--- config.mk ---
export PLATFORM = sky130hd
export DESIGN_NAME = descramble_rx
export DESIGN_NICKNAME = d
export VERILOG_FILES = /design/src/rtl/ble_pkg.sv /design/src/rtl/scramble_core.sv /design/src/rtl/descramble_rx.sv
export SDC_FILE = /design/constraint.sdc
export NUM_CORES = 1
export LEC_CHECK = 0
export BUFFER_PORTS_ARGS = -buffer_cell sky130_fd_sc_hd__clkbuf_2
export CAP_MARGIN = 30
export CELL_PAD_IN_SITES_DETAIL_PLACEMENT = 1
export CELL_PAD_IN_SITES_GLOBAL_PLACEMENT = 1
export CORE_ASPECT_RATIO = 1.5
export CORE_MARGIN = 2
export CORE_UTILIZATION = 43
export DETAILED_ROUTE_END_ITERATION = 10
export PLACE_DENSITY = 0.77
export SLEW_MARGIN = 20
export SYNTH_ARGS = -nofsm -noshare
export SYNTH_HDL_FRONTEND = slang
export SYNTH_SLANG_ARGS = --single-unit
--- constraint.sdc ---
create_clock -name clk -period 2.7 [get_ports clk]
set_input_delay 0 -clock clk [delete_from_list [all_inputs] [get_ports clk]]
set_output_delay 0 -clock clk [all_outputs]
set_load 0.005 [all_outputs]
--- src/rtl/ble_pkg.sv ---
// rtl/ble_pkg.sv - shared BLE link-layer constants, FSM state type and whitening seed helper
package ble_pkg;

    localparam int PREAMBLE_AA_BITS = 40;
    localparam int HDR_BITS         = 16;
    localparam int CRC_BITS         = 24;

    // x^7 + x^4 + 1: feedback lands on register bits 4 and 0 after the shift.
    localparam logic [6:0] LFSR_POLY = 7'h11;

    typedef enum logic [1:0] {
        IDLE,
        HEADER,
        PAYLOAD,
        CRC
    } ble_state_e;

    // Register bit 6 is the first whitening bit out. Bit 0 is forced to 1, and
    // bits 6..1 carry channel bits 0..5, so channel bit 0 whitens the first PDU bit.
    function automatic logic [6:0] whiten_seed(input logic [5:0] ch);
        return {ch[0], ch[1], ch[2], ch[3], ch[4], ch[5], 1'b1};
    endfunction

endpackage

--- src/rtl/scramble_core.sv ---
// rtl/scramble_core.sv - BLE whitening LFSR, channel seeded, one bit per advance
//
// Ports:
//   clk, rst     clock, synchronous active-high reset (reseeds as channel 0)
//   load         reseed from channel (wins over advance)
//   channel      6-bit channel index used as seed
//   advance      step the LFSR by one bit
//   whiten_bit   current whitening bit to XOR with the on-air bit
module scramble_core (
    input  logic       clk,
    input  logic       rst,
    input  logic       load,
    input  logic [5:0] channel,
    input  logic       advance,
    output logic       whiten_bit
);
    import ble_pkg::*;

    logic [6:0] lfsr;

    always_ff @(posedge clk) begin
        if (rst) begin
            lfsr <= whiten_seed(6'd0);
        end else if (load) begin
            lfsr <= whiten_seed(channel);
        end else if (advance) begin
            lfsr <= {lfsr[5:0], 1'b0} ^ (lfsr[6] ? LFSR_POLY : 7'h00);
        end
    end

    assign whiten_bit = lfsr[6];

endmodule

--- src/rtl/descramble_rx.sv ---
// rtl/descramble_rx.sv - BLE receive de-whitening with length extraction and end-of-packet marking
//
// Build option: DESCRAMBLE_LEN_CHECK_EN enables aborting packets whose length byte
// exceeds MAX_PDU_LEN; without it length_error stays 0 and every length is accepted.
//
// Ports:
//   clk, rst              clock, synchronous active-high reset
//   channel_number        channel index, latched on channel_number_load while idle
//   channel_number_load   latch request (ignored while busy)
//   access_address_hit    start of packet; next valid bit is header bit 0
//   data_in/_valid        whitened on-air bit stream, LSB first
//   data_out/_valid       de-whitened bit stream, one cycle latency
//   data_out_valid_last   marks the final CRC bit
//   pdu_length/_valid     length byte from the header and its update pulse
//   length_error          abort pulse for an oversize length
//   busy                  packet in progress
module descramble_rx #(
    parameter int CHANNEL_NUMBER_BIT_WIDTH = 6,
    parameter int MAX_PDU_LEN              = 255
) (
    input  logic                                clk,
    input  logic                                rst,
    input  logic [CHANNEL_NUMBER_BIT_WIDTH-1:0] channel_number,
    input  logic                                channel_number_load,
    input  logic                                access_address_hit,
    input  logic                                data_in,
    input  logic                                data_in_valid,
    output logic                                data_out,
    output logic                                data_out_valid,
    output logic                                data_out_valid_last,
    output logic [7:0]                          pdu_length,
    output logic                                pdu_length_valid,
    output logic                                length_error,
    output logic                                busy
);
    import ble_pkg::*;

`ifdef DESCRAMBLE_LEN_CHECK_EN
    localparam bit LEN_CHECK = 1'b1;
`else
    localparam bit LEN_CHECK = 1'b0;
`endif

    localparam logic [8:0]  MAX_LEN      = 9'(MAX_PDU_LEN);
    localparam logic [11:0] HDR_LAST     = 12'(HDR_BITS - 1);
    localparam logic [11:0] PACKET_FIXED = 12'(HDR_BITS + CRC_BITS - 1);

    ble_state_e state;
    logic [11:0] bit_cnt;
    logic [7:0]  len_shift;
    logic [5:0]  ch_latched;

    logic [5:0]  ch_in;
    logic        load_accept;
    logic        advance;
    logic        whiten_bit;
    logic        dbit;
    logic [7:0]  len_next;
    logic        len_bad;
    logic [11:0] len_x8;
    logic [11:0] payload_last;
    logic [11:0] packet_last;

    assign ch_in       = 6'(channel_number);
    assign busy        = (state != IDLE);
    assign load_accept = channel_number_load && !busy;
    // A hit owns its cycle: a coincident valid bit belongs to no packet.
    assign advance     = data_in_valid && busy && !access_address_hit;
    assign dbit        = data_in ^ whiten_bit;

    // Header shifts in LSB first; after bit 15, bits 8..15 sit in len_shift.
    assign len_next     = {dbit, len_shift[7:1]};
    assign len_bad      = LEN_CHECK && ({1'b0, len_next} > MAX_LEN);
    assign len_x8       = {1'b0, pdu_length, 3'b000};
    assign payload_last = HDR_LAST + len_x8;
    assign packet_last  = PACKET_FIXED + len_x8;

    // Channel load reseeds straight away so the idle LFSR always reflects the
    // latched channel; a hit reseeds for the new packet.
    scramble_core u_scramble_core (
        .clk        (clk),
        .rst        (rst),
        .load       (load_accept || access_address_hit),
        .channel    (load_accept ? ch_in : ch_latched),
        .advance    (advance),
        .whiten_bit (whiten_bit)
    );

    always_ff @(posedge clk) begin
        if (rst) begin
            state               <= IDLE;
            bit_cnt             <= 12'd0;
            len_shift           <= 8'd0;
            ch_latched          <= 6'd0;
            data_out            <= 1'b0;
            data_out_valid      <= 1'b0;
            data_out_valid_last <= 1'b0;
            pdu_length          <= 8'd0;
            pdu_length_valid    <= 1'b0;
            length_error        <= 1'b0;
        end else begin
            data_out_valid      <= 1'b0;
            data_out_valid_last <= 1'b0;
            pdu_length_valid    <= 1'b0;
            length_error        <= 1'b0;

            if (load_accept) begin
                ch_latched <= ch_in;
            end

            if (access_address_hit) begin
                // Restart drops any packet in flight silently.
                state   <= HEADER;
                bit_cnt <= 12'd0;
            end else if (advance) begin
                data_out       <= dbit;
                data_out_valid <= 1'b1;
                bit_cnt        <= bit_cnt + 12'd1;
                unique case (state)
                    HEADER: begin
                        len_shift <= len_next;
                        if (bit_cnt == HDR_LAST) begin
                            pdu_length       <= len_next;
                            pdu_length_valid <= 1'b1;
                            if (len_bad) begin
                                length_error <= 1'b1;
                                state        <= IDLE;
                            end else if (len_next == 8'd0) begin
                                state <= CRC;
                            end else begin
                                state <= PAYLOAD;
                            end
                        end
                    end
                    PAYLOAD: begin
                        if (bit_cnt == payload_last) begin
                            state <= CRC;
                        end
                    end
                    CRC: begin
                        if (bit_cnt == packet_last) begin
                            data_out_valid_last <= 1'b1;
                            state               <= IDLE;
                        end
                    end
                    default: ;
                endcase
            end
        end
    end

endmodule
==> flow_summary.ini, run 1 <==
[run_status]
status = finished, final reports clean

[sta]
layout_setup_ws_ps = 341.1
slew_viol_final = 0
period_share = 0.8737
fin_skew_ps = 7.671
rsz0062_at_grt = false
min_period_ps = 2359
relSlewSlack = 0.6162
worst_pin_slew_ps = 575.7
setup_viol = 0
fin_setup_tns_ps = 0
fmax_mhz = 423.9
report.final.hold_viol_count = 0

[setup_path]
critPathCaptureType = flop
critPathKind = reg -> reg
cp.required_ps = 2930
timing.rr.end = state[1]$_SDFFE_PP0P_
critPathLaunchType = flop
reg2reg_depth = 8
worst-path-max-fanout = 8
r2r-start = pdu_length[2]$_SDFFE_PP0P_
reg2reg_slack_ps = 340
critPathArrivalTime_ps = 2590

[floorplanning]
rows = 33
start_util = 0.4415
die-height_um = 95.62
io-pin-count = 26
die_w_um = 65.08
core_um2 = 5450
die_area_um2 = 6222

[clocking]
numCtsBuffers = 5
tritoncts = built
cts-root-buf = clkbuf_8
cts.sinks = 46
clk_latency_ps = 310
clk_pin_slew_ps = 90
h-tree-depth = 2
cts_buffer_depth = 2

[cells_and_area]
area_growth_pct = 13.62
fill_cells = 691
fin_util = 0.5016
final_area_um2 = 2734
n_antenna_cell = 0
drive_above_1_share = 0.1487
num-nets-final = 336

[grt]
grt_max_degree = 29
track_usage = 0.2133
grt_pass1_vias = 2054
grt_pass1_wl_mm = 10.02
antenna_found_initial = 0
grt_overflow = 0

[placed_design]
port_buffers = 24
placed_area_um2 = 2582
place_hpwl_mm = 4.643
gp_congestion = 0.8654
dp_slack_ps = 363.6

[synthesis]
synthFlopType = dfxtp_1
syn-instance-count = 291
syn-mean-instance-area_um2 = 8.268
synth-async-reset-ratio = 0
yosys_warnings = 0
ys_types = 44
ys_seq_area_frac = 0.3827
synth-edff-count = 0
syn_nets = 312
ys_ff_latch = 46
synth_area_um2 = 2406

[run]
drv_cap = 0

[routing]
wl_per_cell_um = 15.77
vias = 2071
viasPerCell = 5.365
drtIter0Drc = 76
drt_pre_antenna_iters = 4
drc = 0
ant_nets = 0
routed_wl_mm = 6.088

[worst_hold_path]
min_to = u_scramble_core.lfsr[0]$_SDFFE_PP1P_
hold_path.class = in -> reg
hold_depth = 3
hold_start = access_address_hit

[pwr]
ir_worst_vdd_mv = 0.2999
fin_total_pwr_mw = 1.247
powerDensity_nw_per_um2 = 456.0
leakage_nw = 1.167
cells in the final DEF (no fill, tap or decap), drive strengths merged, types with 2 or more instances in the layout:
cell type    synthesis  final
ha                   9      9
nor2                30     30
xor2                16     16
o31a                 3      3
nand4                5      5
clkbuf              15     31
o21ai                7      7
or2                  3      3
dfxtp               46     46
o2bb2ai              2      2
a211oi               3      3
and2                 4      4
and3                 6      6
nand2               47     47
inv                  8      8
xnor2               14     14
mux2i               12     12
nor3                 4      4
buf                  6      8
nand3               10     10
a22oi                2      2
nand2b               2      2
nor4                 4      4
a21oi               18     18
dlygate4sd3          0      6
a222oi               2      2
layout make-up:
type	instances	area, µm²	area share
multi-input combinational	216	1364	0.4989
clock buffer	7	86.33	0.03158
inverter	8	30.03	0.01098
clock inverter	1	5.005	0.001831
tap	70	87.58	0.03204
sequential	46	920.9	0.3368
timing repair buffer	38	240.2	0.08787
layer usage:
layer | global-route usage | routed length (µm)
met1 | 0.2270 | 2453
met2 | 0.4029 | 3310
met3 | 0.03306 | 163
met4 | 0.1042 | 161
met5 | 0 | 0
cells by family (layout without fill, tap and decap cells):
kind of cell / Yosys count / count (layout) / share of synthesized area
AO/OA/AOI/OAI: 43 / 43 / 0.1191
XOR/XNOR: 30 / 30 / 0.1155
adder cells (fa/ha/maj): 9 / 9 / 0.04680
buffers and inverters: 29 / 54 / 0.05044
flip-flops: 46 / 46 / 0.3827
multiplexers: 13 / 13 / 0.05460
other: 1 / 1 / 0.001559
AND/OR/NAND/NOR: 120 / 120 / 0.2293
worst max path at each step:
| stage | endpoint | slack, ps | depth (start not counted) | startpoint |
|---|---|---|---|---|
| final | state[1]$_SDFFE_PP0P_ | 340 | 8 | pdu_length[2]$_SDFFE_PP0P_ |
| after global routing | state[1]$_SDFFE_PP0P_ | 190 | 8 | pdu_length[2]$_SDFFE_PP0P_ |
| after CTS | state[1]$_SDFFE_PP0P_ | 350 | 8 | pdu_length[2]$_SDFFE_PP0P_ |
| after detailed placement | state[1]$_SDFFE_PP0P_ | 360 | 8 | pdu_length[2]$_SDFFE_PP0P_ |
| after global placement | state[1]$_SDFFE_PP0P_ | 430 | 7 | pdu_length[4]$_SDFFE_PP0P_ |
| after floorplan | state[1]$_SDFFE_PP0P_ | 310 | 9 | pdu_length[2]$_SDFFE_PP0P_ |
synth_stat cells, types with 3 or more instances:
cell	count	share of area
xnor2_1	13	0.047
inv_1	8	0.012
nor2_1	30	0.047
nand4_1	5	0.013
a211oi_1	3	0.0094
nand2_1	47	0.073
ha_1	9	0.047
o21ai_0	7	0.015
dfxtp_1	46	0.38
nor3_1	4	0.0083
nand3_1	9	0.019
nor4_1	4	0.010
and3_1	6	0.016
mux2i_1	12	0.050
clkbuf_1	15	0.023
a21oi_1	18	0.037
and2_1	4	0.010
xor2_1	15	0.055
buf_2	4	0.0083
state kept, by name (all words and copies together), names as in the netlist, 2 cells and up:
name / flops
pdu_length: 8
len_shift: 7
state: 2
bit_cnt: 12
ch_latched: 6
u_scramble_core.lfsr: 7
per-stage QoR:
step / hold WS, ps / std cells
5_1_grt: 113.9 / 386
6_report: 79.47 / 386
3_3_place_gp: 254.6 / 372
3_5_place_dp: 260.4 / 372
2_1_floorplan: 153.5 / 291
4_1_cts: 73.92 / 386
power by group:
| part | leakage, nW | switching, mW | internal [mW] | total (mW) |
|---|---|---|---|---|
| clock | 0.0482 | 0.233 | 0.207 | 0.440 |
| sequential | 0.373 | 0.0116 | 0.693 | 0.705 |
| combinational | 0.746 | 0.0596 | 0.0420 | 0.102 |
| total | 1.17 | 0.304 | 0.942 | 1.25 |
worst max-delay path: stages (launching register included):
cell and delay (ps):
dfxtp_1 350, ha_1 320, and2_1 230, nand4_1 130
xnor2_1 150, a211o_1 270, o31a_1 340, o31a_1 310
a211oi_1 190
timing repair:
| action | CTS | global route |
|---|---|---|
| buffers inserted | 0 | 0 |
| hold buffers | 6 | 0 |
| hold endpoints to repair | 8 | 0 |
| setup endpoints to repair | 0 | 0 |
| gates resized for setup | 0 | 0 |
Power figures use the tool's default switching activity.
==> run 2: changes to the inputs <==
--- a/config.mk
+++ b/config.mk
@@ -11,10 +11,12 @@
 export CELL_PAD_IN_SITES_GLOBAL_PLACEMENT = 1
 export CORE_ASPECT_RATIO = 1.5
 export CORE_MARGIN = 2
-export CORE_UTILIZATION = 43
+export CORE_UTILIZATION = 44
 export DETAILED_ROUTE_END_ITERATION = 10
-export PLACE_DENSITY = 0.77
+export PLACE_DENSITY = 0.78
+export REMOVE_ABC_BUFFERS = 1
 export SLEW_MARGIN = 20
 export SYNTH_ARGS = -nofsm -noshare
 export SYNTH_HDL_FRONTEND = slang
+export SYNTH_HIERARCHICAL = 1
 export SYNTH_SLANG_ARGS = --single-unit
==> constraint.sdc (replaced) <==
create_clock -name clk -period 2.7 [get_ports clk]
set_input_delay 0.405 -clock clk [delete_from_list [all_inputs] [get_ports clk]]
set_output_delay 0.405 -clock clk [all_outputs]
set_load 0.005 [all_outputs]
==> flow_summary.ini, run 2 <==
[cells_and_area]
regArea_um2 = 920.9
fill_cells = 636
layout_common_cells = dfxtp_1, nand2_1, nor2_1
num-nets-final = 320
area_growth_pct = 12.57
drive_above_1_share = 0.1667
top_regs = bit_cnt (12), pdu_length (8)
n_antenna_cell = 0
largest_register_ffs = 12
final_common_cell = dfxtp_1
final_area_um2 = 2679
multiInputGateArea_um2 = 1364
final_cells = 368
top_register = bit_cnt

[grt]
track_usage = 0.1960
grt_overflow = 0
grt_pass1_vias = 2001
grt_max_degree = 25
antenna_found_initial = 0
grt_pass1_wl_mm = 9.156

[synthesis]
syn-mean-instance-area_um2 = 8.654
ys_types = 41
yosys_warnings = 6
ys_ff_latch = 46
synth-async-reset-ratio = 0
synth_top_cell_area_share = 0.3870
synth.largest_area_cell = dfxtp_1
yosys-top-cells-area = dfxtp_1, xor2_1, nand2_1
yosysMostFrequentCell = dfxtp_1
synth-edff-count = 0
ys_seq_area_frac = 0.3870
synth_area_um2 = 2380
yosys-top-cells-count = dfxtp_1, nand2_1, nor2_1
synthFlopType = dfxtp_1
syn-instance-count = 275

[sta]
fin_skew_ps = 5.628
min_period_ps = 2512
worst_pin_slew_ps = 586.4
setup_viol = 0
holdWs_ps = 417.2
rsz0062_at_grt = false
period_share = 0.9305
fmax_mhz = 398.0
slew_viol_final = 0
report.final.hold_viol_count = 0
relSlewSlack = 0.6061
layout_setup_ws_ps = 187.6

[clocking]
clk_latency_ps = 300
cts_resized = 0
cts.sinks = 46
tritoncts = built
cts-root-buf = clkbuf_8
postCtsSetupRepairBufs = 0
hold_buffers = 0
h-tree-depth = 2
numCtsBuffers = 5
cts_buffer_depth = 2
clk_pin_slew_ps = 90

[worst_hold_path]
hold_path.class = in -> reg

[placed_design]
dp_slack_ps = 234.8
gp_congestion = 0.7858
placed_area_um2 = 2569
place_hpwl_mm = 4.240
port_buffers = 24
placed_cells = 360

[pwr]
ir_worst_vdd_mv = 0.3389
p_switching_uw = 308.7
p_seq_frac = 0.532
leakage_nw = 1.096
switching_share = 0.2328
intPower_mw = 1.017
p_clk_frac = 0.392
combPwrFrac = 0.077
powerDensity_nw_per_um2 = 494.9
fin_total_pwr_mw = 1.326

[floorplanning]
rows = 32
start_util = 0.4608
die_area_um2 = 6025
core_um2 = 5165
io-pin-count = 26
die-height_um = 94.07
die_w_um = 64.05

[setup_path]
critPathArrivalTime_ps = 2710
critPathLaunchType = flop
critPathCaptureType = flop
critPathKind = reg -> reg
worst-path-max-fanout = 5
cp.required_ps = 2890

[routing]
viasPerCell = 5.340
ant_nets = 0
wl_per_cell_um = 15.03
drc = 0
vias = 1965
drt_pre_antenna_iters = 4
routed_wl_mm = 5.532
drtIter0Drc = 76

[run]
drv_cap = 0

[run_status]
status = finished, final reports clean
[run 2: changes by cell type after synthesis, sizes merged, moves of 4 or more]
cell,delta
or3,+4
nor2b,+5
mux2,+5
nand2,-12
a21oi,-7
a211oi,+4
[run 2: worst paths after layout]
path / cells after the start / to / slack, ps / startpoint
hold / removal: 2 / u_scramble_core/lfsr[4]$_SDFFE_PP0P_ / 420 / rst
setup / recovery: 6 / state[0]$_SDFFE_PP0P_ / 190 / bit_cnt[7]$_SDFFE_PP0P_
setup reg to reg: 6 / state[0]$_SDFFE_PP0P_ / 190 / bit_cnt[7]$_SDFFE_PP0P_
hold reg to reg: 2 / len_shift[1]$_SDFFE_PP0P_ / 480 / len_shift[1]$_SDFFE_PP0P_
[run 2: layer usage]
metal,GRT usage,share of wire
met5,0,0
met3,0.03357,0.017
met2,0.3620,0.55
met1,0.2229,0.42
met4,0.06703,0.013
[run 2: cell type report]
type / count / share of cell area
multi-input cells: 209 / 0.5091
flip-flops and latches: 46 / 0.3438
repair buffers: 32 / 0.06726
well taps: 68 / 0.03176
clock buffers: 6 / 0.02709
clock inverters: 2 / 0.01401
inverters: 5 / 0.007006
[run 2: per-stage QoR]
stage	TNS, ps	util
2_1_floorplan	-1417	-
3_3_place_gp	0	0.4973
3_5_place_dp	0	0.4973
4_1_cts	0	0.5187
5_1_grt	0	0.5187
6_report	0	0.5187
[run 2: power by group through the flow]
| stage | clock network (mW) | logic [mW] | registers (mW) |
|---|---|---|---|
| 6_report | 0.519 | 0.101 | 0.705 |
| 3_5_place_dp | 0 | 0.102 | 0.721 |
| 4_1_cts | 0.534 | 0.103 | 0.705 |
| 5_1_grt | 0.557 | 0.115 | 0.708 |
| 2_1_floorplan | 0 | 0.0662 | 0.718 |
| 3_3_place_gp | 0 | 0.100 | 0.720 |
[run 2: kinds of logic (layout without fill, tap and decap cells)]
kind of cell | count (synthesis) | count (layout) | synth area share
flops | 46 | 46 | 0.3870
mux | 19 | 19 | 0.08307
other cells | 1 | 1 | 0.001576
xor+xnor | 30 | 30 | 0.1104
fa+ha+maj | 9 | 9 | 0.04732
compound gates | 30 | 30 | 0.08255
simple gates | 120 | 120 | 0.2482
buf+inv | 20 | 45 | 0.03996
[run 2: worst max-delay path: stages (launching register included)]
cell and delay, ps:
dfxtp_1 360, or4_4 540, or3_1 340, a222oi_1 360, nand3_1 180, or4_1 490
o311a_1 130
==> run 3: changes to the inputs <==
==> constraint.sdc (replaced) <==
create_clock -name clk -period 2.4 [get_ports clk]
set_input_delay 0.36 -clock clk [delete_from_list [all_inputs] [get_ports clk]]
set_output_delay 0.36 -clock clk [all_outputs]
set_load 0.005 [all_outputs]
==> flow_summary.ini, run 3 (synthesized netlist as in run 2, its figures left out) <==
[run_status]
status = finished, final reports clean

[sta]
worst_pin_slew_ps = 494.0
period_share = 0.9870
min_period_ps = 2369
fmax_mhz = 422.2
fin_setup_tns_ps = 0
fin_skew_ps = 8.624
holdWs_ps = 400.0
relSlewSlack = 0.6681
slew_viol_final = 0
rsz0062_at_grt = true
setup_viol = 0
report.final.hold_viol_count = 0

[worst_hold_path]
hold_start = channel_number[4]
hold_path.class = in -> reg
min_to = ch_latched[4]$_SDFF_PP0_
hold_depth = 3

[pwr]
leakage_nw = 1.161
ir_worst_vdd_mv = 0.3719
p_switching_uw = 353.5
p_clk_frac = 0.344
switching_share = 0.2525
p_seq_frac = 0.566
fin_total_pwr_mw = 1.400
intPower_mw = 1.047
powerDensity_nw_per_um2 = 504.5
combPwrFrac = 0.090

[clocking]
cts_buffer_depth = 2
cts-root-buf = clkbuf_8
clk_latency_ps = 310
h-tree-depth = 2
clk_pin_slew_ps = 90
tritoncts = built
numCtsBuffers = 5
hold_buffers = 0
cts.sinks = 46

[grt]
antenna_found_initial = 0
grt_pass1_vias = 2061
grt_overflow = 0
grt_max_degree = 27
track_usage = 0.2054
grt_pass1_wl_mm = 9.673

[setup_path]
cp.required_ps = 2600
timing.rr.end = state[0]$_SDFFE_PP0P_
critPathKind = reg -> reg
critPathLaunchType = flop
reg2reg_slack_ps = 30
crit_chain = or4_4, or3_4, a222oi_1, nand3_1, or4_4, o311a_1
cpPeakStageDelay_ps = 530
worst-path-max-fanout = 2
r2r-start = bit_cnt[7]$_SDFFE_PP0P_
critPathSlowestCell = or4_4
critPathLaunch = bit_cnt[7]$_SDFFE_PP0P_
critPathArrivalTime_ps = 2570
critPathCaptureType = flop
cp_common_cell = or4_4
reg2reg_depth = 6

[cells_and_area]
fill_cells = 634
layout_common_cells = dfxtp_1, nand2_1, nor2_1
final_cells = 380
final_common_cell = dfxtp_1
drive_above_1_share = 0.2179
largest_register_ffs = 12
area_growth_pct = 16.61
n_antenna_cell = 0
fin_util = 0.5373
top_regs = bit_cnt (12), pdu_length (8)
top_register = bit_cnt
num-nets-final = 332

[routing]
viasPerCell = 5.271
wl_per_cell_um = 15.04
drt_pre_antenna_iters = 4
drtIter0Drc = 68
ant_nets = 0
drc = 0
routed_wl_mm = 5.717
vias = 2003

[floorplanning]
die_w_um = 64.05
io-pin-count = 26
rows = 32
core_um2 = 5165
die_area_um2 = 6025
start_util = 0.4608
die-height_um = 94.07

[placed_design]
place_hpwl_mm = 4.465
port_buffers = 24
gp_congestion = 0.8239
placed_cells = 372

[run]
drv_cap = 0
[run 3: how the worst max path moves through the flow]
stage                            endpoint  cells past startpoint  slack, ps
2_1_floorplan  pdu_length[0]$_SDFFE_PP0P_                      8       -480
3_3_place_gp        state[0]$_SDFFE_PP0P_                      6         50
3_5_place_dp        state[0]$_SDFFE_PP0P_                      6         -8
4_1_cts             state[0]$_SDFFE_PP0P_                      6         10
5_1_grt             state[0]$_SDFFE_PP0P_                      6        -20
6_report            state[0]$_SDFFE_PP0P_                      6         30
[run 3: timing repair]
action                                 in CTS  in global routing
setup buffers                               0                  0
endpoints found under the hold margin       0                  0
gates resized for setup                     1                  7
setup endpoints to repair                   1                  4
pin swaps                                   2                  5
[run 3: per-layer routing]
layer	vias up	track usage	share of wire
met3	8	0.03717	0.020
met5	-	0	0
li1	1006	-	-
met1	973	0.2293	0.42
met2	16	0.3811	0.55
met4	0	0.07428	0.017
[run 3: layout make-up]
| class | count | area, µm² | area share |
|---|---|---|---|
| clock buffers | 6 | 72.57 | 0.02615 |
| clock inverters | 2 | 13.76 | 0.004959 |
| inverters | 5 | 18.77 | 0.006763 |
| multi-input cells | 209 | 1389 | 0.5005 |
| flip-flops and latches | 46 | 922.1 | 0.3323 |
| well taps | 68 | 85.08 | 0.03066 |
| repair buffers | 44 | 274.0 | 0.09874 |
[run 3: per-stage QoR]
step | setup slack [ps] | instance area (µm²)
2_1_floorplan | -477.4 | 2303
6_report | 31.23 | 2775
5_1_grt | -16.14 | 2775
3_5_place_dp | -7.788 | 2659
3_3_place_gp | 45.85 | 2659
4_1_cts | 10.62 | 2750
[run 3: power groups by stage]
stage	logic, mW	registers, mW	clock network [mW]
after floorplan	0.0744	0.808	0
after CTS	0.126	0.792	0.489
after global placement	0.122	0.809	0
after detailed placement	0.125	0.810	0
final	0.126	0.792	0.482
after global routing	0.144	0.794	0.512
[run 3: critical path, delay by kind of cell (launching register included)]
kind            cells  cell delay (ps)
compound gates      2              460
flops               1              330
simple gates        4             1480
